--- config.mk ---
export PLATFORM = sky130hd
export DESIGN_NAME = mem_run_sequencer_flat
export DESIGN_NICKNAME = d
export VERILOG_FILES = /design/src/rtl/mem_run_sequencer_if.sv /design/src/rtl/mem_run_sequencer.sv /design/src/flat_wrapper.sv
export SDC_FILE = /design/constraint.sdc
export NUM_CORES = 1
export LEC_CHECK = 0
export ABC_AREA = 1
export ABC_CLOCK_PERIOD_IN_PS = 2690
export BUFFER_PORTS_ARGS = -buffer_cell sky130_fd_sc_hd__buf_2
export CORE_MARGIN = 5
export CORE_UTILIZATION = 35
export CTS_CLUSTER_SIZE = 40
export DETAILED_ROUTE_END_ITERATION = 12
export PLACE_DENSITY = 0.79
export SYNTH_ARGS = -nofsm -noshare
export SYNTH_HDL_FRONTEND = slang
export SYNTH_SLANG_ARGS = --single-unit
export TNS_END_PERCENT = 10
--- constraint.sdc ---
create_clock -name clk -period 2.69 [get_ports clk]
set_input_delay 0 -clock clk [delete_from_list [all_inputs] [get_ports clk]]
set_output_delay 0 -clock clk [all_outputs]
set_load 0.05 [all_outputs]
--- src/rtl/mem_run_sequencer_if.sv ---
// Bundles the host, CPU and data-RAM buses that meet at the run sequencer.
// Latency: none (wires only).
// Backpressure: host_gnt is the only stall signal; the CPU and RAM sides never stall.
//
// Modports:
//   slave  - the sequencer: takes host/CPU requests and RAM read data, drives grants and the RAM bus.
//   master - the surroundings: host, CPU core and data RAM as seen from outside the sequencer.
interface mem_run_sequencer_if #(
  parameter int ADDR_W = 8,
  parameter int DATA_W = 8
);
  // host port
  logic              host_req;
  logic              host_we;
  logic [ADDR_W-1:0] host_addr;
  logic [DATA_W-1:0] host_wdata;
  logic [DATA_W-1:0] host_rdata;
  logic              host_gnt;

  // CPU datapath RAM port and run control
  logic              cpu_init;
  logic              cpu_halt;
  logic              cpu_ren;
  logic              cpu_wen;
  logic [ADDR_W-1:0] cpu_addr;
  logic [DATA_W-1:0] cpu_wdata;
  logic [DATA_W-1:0] cpu_rdata;

  // data RAM (combinational read, write on the clock edge)
  logic              ram_ren;
  logic              ram_wen;
  logic [ADDR_W-1:0] ram_addr;
  logic [DATA_W-1:0] ram_wdata;
  logic [DATA_W-1:0] ram_rdata;

  modport slave (
    input  host_req, host_we, host_addr, host_wdata,
    output host_rdata, host_gnt,
    output cpu_init, cpu_rdata,
    input  cpu_halt, cpu_ren, cpu_wen, cpu_addr, cpu_wdata,
    output ram_ren, ram_wen, ram_addr, ram_wdata,
    input  ram_rdata
  );

  modport master (
    output host_req, host_we, host_addr, host_wdata,
    input  host_rdata, host_gnt,
    input  cpu_init, cpu_rdata,
    output cpu_halt, cpu_ren, cpu_wen, cpu_addr, cpu_wdata,
    input  ram_ren, ram_wen, ram_addr, ram_wdata,
    output ram_rdata
  );
endinterface

--- src/rtl/mem_run_sequencer.sv ---
// Sequences one CPU program run and muxes the shared data RAM between host and CPU.
// Latency: go to first RUN cycle is 2 cycles, or 2^ADDR_W+2 with RUN_CLEAR_EN (RAM clear pass).
// Backpressure: host only gets the RAM in IDLE/DONE and never in a go cycle; CPU is never stalled.
//
// Ports:
//   clk, rst_n   - clock, asynchronous active-low reset
//   go           - start a run (honoured in IDLE/DONE only, wins over a host request)
//   bus          - host / CPU / RAM buses (mem_run_sequencer_if.slave)
//   busy, done   - busy in CLEAR/START/RUN, done in DONE
//   timeout      - last run was stopped by the watchdog
//   cycle_count  - RUN cycles of the last or current run
//
// Build option: define RUN_CLEAR_EN to zero the whole RAM before every run.
module mem_run_sequencer #(
  parameter int               ADDR_W  = 8,
  parameter int               DATA_W  = 8,
  parameter int               CNT_W   = 16,
  parameter logic [CNT_W-1:0] TIMEOUT = 16'hFFFF
) (
  input  logic                clk,
  input  logic                rst_n,
  input  logic                go,
  mem_run_sequencer_if.slave  bus,
  output logic                busy,
  output logic                done,
  output logic                timeout,
  output logic [CNT_W-1:0]    cycle_count
);

  typedef enum logic [2:0] {
    S_IDLE  = 3'd0,
`ifdef RUN_CLEAR_EN
    S_CLEAR = 3'd1,
`endif
    S_START = 3'd2,
    S_RUN   = 3'd3,
    S_DONE  = 3'd4
  } state_t;

  // Watchdog fires when the count reaches TIMEOUT-1 on a non-halting cycle,
  // so a watchdog stop leaves cycle_count one below the number of RUN cycles.
  localparam logic [CNT_W-1:0] WD_LAST = TIMEOUT - 1'b1;

  state_t            state;
  logic              cpu_init_q;
  logic              host_gnt;
`ifdef RUN_CLEAR_EN
  logic [ADDR_W-1:0] clr_cnt;
`endif

  logic              mux_ren;
  logic              mux_wen;
  logic [ADDR_W-1:0] mux_addr;
  logic [DATA_W-1:0] mux_wdata;

  // go in the same cycle steals the RAM from the host.
  assign host_gnt = ((state == S_IDLE) || (state == S_DONE)) && bus.host_req && !go;

  always_ff @(posedge clk or negedge rst_n) begin
    if (!rst_n) begin
      state       <= S_IDLE;
      cpu_init_q  <= 1'b1;
      busy        <= 1'b0;
      done        <= 1'b0;
      timeout     <= 1'b0;
      cycle_count <= '0;
`ifdef RUN_CLEAR_EN
      clr_cnt     <= '0;
`endif
    end else begin
      unique case (state)
        S_IDLE, S_DONE: begin
          if (go) begin
            done <= 1'b0;
            busy <= 1'b1;
`ifdef RUN_CLEAR_EN
            clr_cnt <= '0;
            state   <= S_CLEAR;
`else
            state   <= S_START;
`endif
          end
        end
`ifdef RUN_CLEAR_EN
        S_CLEAR: begin
          clr_cnt <= clr_cnt + 1'b1;  // wraps back to 0 on the last address
          if (clr_cnt == '1) begin
            state <= S_START;
          end
        end
`endif
        S_START: begin
          cycle_count <= '0;
          timeout     <= 1'b0;
          cpu_init_q  <= 1'b0;
          state       <= S_RUN;
        end
        S_RUN: begin
          // halt is checked first so a halt on the watchdog cycle is a clean finish
          if (bus.cpu_halt) begin
            cycle_count <= cycle_count + 1'b1;
            timeout     <= 1'b0;
            done        <= 1'b1;
            busy        <= 1'b0;
            cpu_init_q  <= 1'b1;
            state       <= S_DONE;
          end else if (cycle_count == WD_LAST) begin
            timeout     <= 1'b1;
            done        <= 1'b1;
            busy        <= 1'b0;
            cpu_init_q  <= 1'b1;
            state       <= S_DONE;
          end else begin
            cycle_count <= cycle_count + 1'b1;
          end
        end
        default: begin
          state <= S_IDLE;
        end
      endcase
    end
  end

  // RAM owner is purely a function of state; everything not selected drives 0.
  always_comb begin
    mux_ren   = 1'b0;
    mux_wen   = 1'b0;
    mux_addr  = '0;
    mux_wdata = '0;
    unique case (state)
      S_IDLE, S_DONE: begin
        if (host_gnt) begin
          mux_ren   = !bus.host_we;
          mux_wen   = bus.host_we;
          mux_addr  = bus.host_addr;
          mux_wdata = bus.host_wdata;
        end
      end
`ifdef RUN_CLEAR_EN
      S_CLEAR: begin
        mux_wen  = 1'b1;
        mux_addr = clr_cnt;
      end
`endif
      S_RUN: begin
        mux_ren   = bus.cpu_ren;
        mux_wen   = bus.cpu_wen;
        mux_addr  = bus.cpu_addr;
        mux_wdata = bus.cpu_wdata;
      end
      default: begin
      end
    endcase
  end

  assign bus.ram_ren    = mux_ren;
  assign bus.ram_wen    = mux_wen;
  assign bus.ram_addr   = mux_addr;
  assign bus.ram_wdata  = mux_wdata;
  assign bus.host_gnt   = host_gnt;
  assign bus.host_rdata = bus.ram_rdata;
  assign bus.cpu_rdata  = bus.ram_rdata;
  assign bus.cpu_init   = cpu_init_q;

endmodule

--- src/flat_wrapper.sv ---
// flat-port wrapper written by rule: the top's interface ports become plain ports
module mem_run_sequencer_flat 
#(
  parameter int               ADDR_W  = 8,
  parameter int               DATA_W  = 8,
  parameter int               CNT_W   = 16,
  parameter logic [CNT_W-1:0] TIMEOUT = 16'hFFFF
)
  (clk, rst_n, go, busy, done, timeout, cycle_count, bus_host_req, bus_host_we, bus_host_addr, bus_host_wdata, bus_host_rdata, bus_host_gnt, bus_cpu_init, bus_cpu_rdata, bus_cpu_halt, bus_cpu_ren, bus_cpu_wen, bus_cpu_addr, bus_cpu_wdata, bus_ram_ren, bus_ram_wen, bus_ram_addr, bus_ram_wdata, bus_ram_rdata);
  mem_run_sequencer_if #(.ADDR_W(ADDR_W), .DATA_W(DATA_W)) bus_i ();
  input  logic clk;
  input  logic rst_n;
  input  logic go;
  output logic busy;
  output logic done;
  output logic timeout;
  output logic [CNT_W-1:0] cycle_count;
  input wire logic [$bits(bus_i.host_req)-1:0] bus_host_req;
  input wire logic [$bits(bus_i.host_we)-1:0] bus_host_we;
  input wire logic [$bits(bus_i.host_addr)-1:0] bus_host_addr;
  input wire logic [$bits(bus_i.host_wdata)-1:0] bus_host_wdata;
  output wire logic [$bits(bus_i.host_rdata)-1:0] bus_host_rdata;
  output wire logic [$bits(bus_i.host_gnt)-1:0] bus_host_gnt;
  output wire logic [$bits(bus_i.cpu_init)-1:0] bus_cpu_init;
  output wire logic [$bits(bus_i.cpu_rdata)-1:0] bus_cpu_rdata;
  input wire logic [$bits(bus_i.cpu_halt)-1:0] bus_cpu_halt;
  input wire logic [$bits(bus_i.cpu_ren)-1:0] bus_cpu_ren;
  input wire logic [$bits(bus_i.cpu_wen)-1:0] bus_cpu_wen;
  input wire logic [$bits(bus_i.cpu_addr)-1:0] bus_cpu_addr;
  input wire logic [$bits(bus_i.cpu_wdata)-1:0] bus_cpu_wdata;
  output wire logic [$bits(bus_i.ram_ren)-1:0] bus_ram_ren;
  output wire logic [$bits(bus_i.ram_wen)-1:0] bus_ram_wen;
  output wire logic [$bits(bus_i.ram_addr)-1:0] bus_ram_addr;
  output wire logic [$bits(bus_i.ram_wdata)-1:0] bus_ram_wdata;
  input wire logic [$bits(bus_i.ram_rdata)-1:0] bus_ram_rdata;
  assign bus_i.host_req = bus_host_req;
  assign bus_i.host_we = bus_host_we;
  assign bus_i.host_addr = bus_host_addr;
  assign bus_i.host_wdata = bus_host_wdata;
  assign bus_host_rdata = bus_i.host_rdata;
  assign bus_host_gnt = bus_i.host_gnt;
  assign bus_cpu_init = bus_i.cpu_init;
  assign bus_cpu_rdata = bus_i.cpu_rdata;
  assign bus_i.cpu_halt = bus_cpu_halt;
  assign bus_i.cpu_ren = bus_cpu_ren;
  assign bus_i.cpu_wen = bus_cpu_wen;
  assign bus_i.cpu_addr = bus_cpu_addr;
  assign bus_i.cpu_wdata = bus_cpu_wdata;
  assign bus_ram_ren = bus_i.ram_ren;
  assign bus_ram_wen = bus_i.ram_wen;
  assign bus_ram_addr = bus_i.ram_addr;
  assign bus_ram_wdata = bus_i.ram_wdata;
  assign bus_i.ram_rdata = bus_ram_rdata;
  mem_run_sequencer #(.ADDR_W(ADDR_W), .DATA_W(DATA_W), .CNT_W(CNT_W), .TIMEOUT(TIMEOUT)) u_core (.clk(clk), .rst_n(rst_n), .go(go), .bus(bus_i), .busy(busy), .done(done), .timeout(timeout), .cycle_count(cycle_count));
endmodule
Word-level counts from Yosys, hierarchy flattened
Cells that the tools add are included.
- register bits: 23
- output and inout port bits: 55
- word-level logic and storage cells: 53
- $add $sub $neg: 1
- equal/unequal tests: 7
- muxes and demuxes: 26
- reduce and logical (&&, ||, !) cells: 13
- operator list (operator ; count):
    $mux 16 ; 2
    $pmux 16 s2 ; 1
    $pmux 8 s2 ; 2
    $add 16x1->16 const B ; 1
    $eq 16x16->1 const B ; 1
    $mux 8 ; 2
    $pmux 1 s2 ; 6
    $mux 1 ; 9
    $mux 3 ; 3
    $pmux 3 s3 ; 1
    $eq 3x2->1 const B ; 2
    $reduce_and 2->1 ; 3
    $reduce_bool 2->1 ; 2
    $eq 3x3->1 const B ; 1
    $logic_not 3->1 ; 1
    $ne 3x2->1 const B ; 1
    $ne 3x3->1 const B ; 1
    $reduce_and 3->1 ; 1
    $logic_and 1x1->1 ; 2
    $logic_not 1->1 ; 2
    $ne 2x2->1 const B ; 1
    $reduce_or 2->1 ; 1
    $logic_or 1x1->1 ; 1

Longest topological paths before layout
- depth in word-level cells: 6
- gate-level depth with buffers: 11
- depth with buffers taken out: 11

Worst setup path before layout
Ideal clock, no wire load.
- path type: register to output
- start point: reg u_core.state[0]
- end point: out bus_ram_ren
- arrival: 1882 ps
- data required time: 2690 ps
- path slack: 808 ps
- cell stages (with the launch flop): 6
- path through: dfrtp_1 > nor2_1 > inv_1 > nor2_1 > nand2_1 > o21ai_0
- longest elaborated chain between the ends: 6
- RTL lines (item ; line ; RTL):
    start: declaration ; mem_run_sequencer.sv:44 ; state_t state;
    start signal: assignment ; mem_run_sequencer.sv:61 ; state <= S_IDLE;
    start signal: assignment ; mem_run_sequencer.sv:80 ; state <= S_START;
    start signal: assignment ; mem_run_sequencer.sv:96 ; state <= S_RUN;
    $eq 3x3->1 or $logic_not 3->1 (tied branches) ; mem_run_sequencer.sv:57, mem_run_sequencer.sv:130 ;
    $logic_or 1x1->1 ; mem_run_sequencer.sv:57 ; assign host_gnt = ((state == S_IDLE) || (state == S_DONE)) && bus.host_req && !go;
    $logic_and 1x1->1 (2 in a row) ; mem_run_sequencer.sv:57 ;
    $mux 1 ; mem_run_sequencer.sv:132 ; if (host_gnt) begin
    $pmux 1 s2 (*) ; mem_run_sequencer.sv:130 ; unique case (state)
    end: declaration ; flat_wrapper.sv:31 ; output wire logic [$bits(bus_i.ram_ren)-1:0] bus_ram_ren;
Every way passes the cells marked *; elsewhere a longest branch is shown, timed or not.

Worst setup path after layout
- start point: reg u_core.state[2]
- end point: out bus_ram_wdata[5]
- longest elaborated chain between the ends: 6
- RTL lines (item ; line ; RTL):
    $eq 3x3->1 or $logic_not 3->1 (tied branches) ; mem_run_sequencer.sv:57, mem_run_sequencer.sv:130 ;
    $logic_or 1x1->1 ; mem_run_sequencer.sv:57 ;
    $logic_and 1x1->1 (2 in a row) ; mem_run_sequencer.sv:57 ;
    $mux 8 ; mem_run_sequencer.sv:132 ;
    $pmux 8 s2 (*) ; mem_run_sequencer.sv:130 ;
    end: declaration ; flat_wrapper.sv:34 ; output wire logic [$bits(bus_i.ram_wdata)-1:0] bus_ram_wdata;
Marks and branches as above.

==> summary.md <==
| Metric | Value |
|---|---|
| Antenna Nets Post-Route | `0` |
| Vias in the first global route | `between 1500 and 2000` |
| Area leader, netlist | `dfrtp_1` |
| Final period utilization | `74.8%` |
| Relative slew slack | `57.7%` |
| Count leader, synth | `nand2_1` |
| Reg2reg setup slack | `0.88 ns` |
| # IOs | `103` |
| Synth Area in Simple Gates | `approximately 34%` |
| Area growth, synth to finish | `21.0%` |
| DR WL/cell | `12.4 µm` |
| Filler cell count | `472` |
| Clock skew | `0.00686 ns` |
| Clock slew at reported path FFs | `approximately 0.080 ns` |
| DP Area | `between 2000 and 2500 µm²` |
| Synth top area cells | `dfrtp_1 (31%), nand2_1 (14%), a22o_1 (8.5%), buf_4 (6.9%), o21ai_2 (5.5%)` |
| Setup repair bufs after CTS | `0` |
| Most instantiated cells after synthesis | `nand2_1 (64), dfrtp_1 (22), nand3_1 (19), nor2_1 (19), inv_1 (18)` |
| Post-Route Setup TNS | `0 ns` |
| DRC violation count after routing | `0` |
| Arrival time worst endpoint | `around 2.0 ns` |
| Syn. warnings | `0` |
| CTS root buffer | `clkbuf_8` |
| Core Region | `roughly 4800 µm²` |
| Max-slew violations | `0` |
| Register bit count reported by yosys | `23` |
| VDD IR max | `0.000409 V` |
| Seq/Total Area, Yosys | `33.0%` |
| Vias post-DR | `between 1500 and 2000` |
| Dpl hpwl | `3650 µm` |
| Die height | `about 80 µm` |
| Multiplexer area fraction after synthesis | `0%` |
| Worst path required time | `around 2.7 ns` |
| Initial antenna violation count | `0` |
| Status | `complete, no violations` |
| Final Hold Fails | `0` |
| Worst r2r path cells | `6` |
| Clock Latency Late Sink | `0.26 ns` |
| Design Area, Final | `2120 µm²` |
| Synth Flop Type | `dfrtp_1` |
| Worst R2R Start | `u_core.state[2]` |
| Drt pass-1 iters | `5` |
| Crit path capture type | `output port` |
| Syn_nets | `281` |
| Least-Margin Pin Slew | `0.634 ns` |
| Hold Crit Depth | `0` |
| RSZ-0062 raised after global routing | `no` |
| Nets | `344` |
| Max clock buf depth | `2` |
| Mean cell area of the mapped netlist | `between 7 and 8 µm²` |
| Final critical-path required period | `2.01 ns` |
| Starting Density | `36.6%` |
| Worst r2r dst | `u_core.cycle_count[3]` |
| Hold Crit Class | `input pin to output port` |
| Share of cells above drive strength 1 | `38.6%` |
| Largest family of logic cells by synthesized area | `simple AND/OR/NAND/NOR gates` |
| Hold Path End | `bus_host_rdata[0]` |
| Area fraction in compound gates after synthesis | `16.3%` |
| Critical Path Fanout Max | `22` |
| TritonCTS clock tree | `built` |
| Pwr dens | `between 800 and 900 nW/µm²` |
| Syn Std Cell Area | `1750 µm²` |
| Share of the synthesized netlist area taken by xor and xnor gates | `1.50%` |
| Die Area | `6520 µm²` |
| FP Rows | `25` |
| Final setup viols | `0` |
| H-tree levels | `1` |
| Cell variety after synth | `25` |
| Drt total wl | `about 4500 µm` |
| Max-Cap Viols | `0` |
| Clk sinks | `23` |
| Initial drt markers | `58` |
| Hold_sp | `bus_ram_rdata[0]` |
| Total gr overflow | `0` |
| Synth top area share | `31.5%` |
| Synth async-reset ratio | `100%` |
| Total GRT Usage | `14.6%` |
| P_leak | `1.13 nW` |
| Pin count of the biggest net entering global routing | `26` |
| Antenna cells | `0` |
| Port bufs | `78` |
| F_max | `around 500 MHz` |
| GP Congestion | `0.826` |
| EDFF count, synth | `0` |
| DIE WIDTH | `about 80 µm` |
| Gate Count Post-Synth | `approximately 230` |
| Vias per cell | `4.76` |
| CTS buffer count | `3` |
| Global-route wire length before repair | `7610 µm` |
| Synth Area in Adders | `1.43%` |
| Critical Path Source Type | `register` |
| Setup CP Type | `register to output port` |
[logic make-up after synthesis]
logic type      after synthesis
simple gates                126
buf+inv                      41
compound gates               36
flops                        23
xor+xnor                      3
fa+ha+maj                     2
[registers in the layout, summed over array words and instances (netlist names)]
signal and count:
u_core.timeout 1, u_core.cycle_count 16, u_core.state 3, u_core.done 1, u_core.bus.cpu_init 1, u_core.busy 1
[final cells by class]
cell class / instances / area (µm²) / share of cell area (%)
multi-input combinational: 167 / 932 / 44.0
inverter: 19 / 71.3 / 3.37
sequential: 23 / 577 / 27.2
clock buffer: 3 / 41.3 / 1.95
tap: 67 / 83.8 / 3.96
clock inverter: 1 / 5.00 / 0.236
timing repair buffer: 80 / 408 / 19.3
[power breakdown]
part / switching [mW] / total (mW) / internal, mW
combinational: 0.770 / 1.03 / 0.256
clock: 0.113 / 0.216 / 0.103
sequential: 0.0512 / 0.457 / 0.405
total: 0.934 / 1.70 / 0.765
[timing repair]
action / 4_1_cts / 5_1_grt
gates resized for setup: 0 / 0
hold buffers: 1 / 0
endpoints found under the hold margin: 22 / 0
[cell usage in the layout (no fill, tap or decap)]
| cell type | count |
|---|---|
| clkinv_2 | 1 |
| nor2_1 | 19 |
| dfrtp_1 | 22 |
| xor2_1 | 2 |
| nand2_4 | 2 |
| or2_2 | 4 |
| clkbuf_8 | 3 |
| nor2_2 | 2 |
| nand2_2 | 6 |
| a22o_1 | 17 |
| clkinv_1 | 1 |
| a21oi_1 | 1 |
| dfstp_2 | 1 |
| ha_1 | 2 |
| buf_2 | 78 |
| nand2_8 | 1 |
| dlygate4sd3_1 | 1 |
| nand2_1 | 64 |
| o21ai_0 | 4 |
| o21ai_1 | 3 |
| nor2_4 | 3 |
| o21ai_2 | 11 |
| nand3_1 | 19 |
| xnor2_1 | 1 |
| inv_1 | 18 |
| buf_4 | 1 |
| nand4_1 | 6 |
[worst max-delay path by stage]
stage                    start                     to  slack (ns)  cells past startpoint
2_1_floorplan  u_core.state[0]            bus_ram_ren        0.81                      5
3_3_place_gp   u_core.state[2]  u_core.cycle_count[3]        0.93                      6
3_5_place_dp   u_core.state[2]  u_core.cycle_count[3]        0.87                      6
4_1_cts        u_core.state[2]            bus_ram_wen        0.65                      5
5_1_grt        u_core.state[0]            bus_ram_wen        0.54                      7
6_report       u_core.state[2]       bus_ram_wdata[5]        0.68                      5
[worst max-delay path: stages, from the launching register on]
cell and delay (ns):
dfrtp_1 0.41, nor2_4 0.21, nand2_2 0.11, inv_1 0.48, a22o_1 0.27, buf_2 0.27
[through the flow]
stage	cells	worst slack, ns	util [%]	total power [mW]	hold WS, ns
finish	360	0.678	44.3	1.70	0.0000282
global route	360	0.539	44.3	1.82	0.000105
CTS	360	0.647	44.3	1.72	0.000526
detailed placement	355	0.870	43.1	1.50	-0.00192
global placement	355	0.930	43.1	1.49	0.000526
floorplan	231	0.808	-	1.38	-0.296
[routing by layer]
metal  part of all wire (%)  GRT usage (%)  vias to the layer above
li1                       -              -                      868
met1                     39           17.5                      767
met2                     51           26.3                       74
met3                    8.2           2.13                        6
met4                    1.5           5.41                        0
met5                      0              0                        -
(Power assumes the default switching activity.)
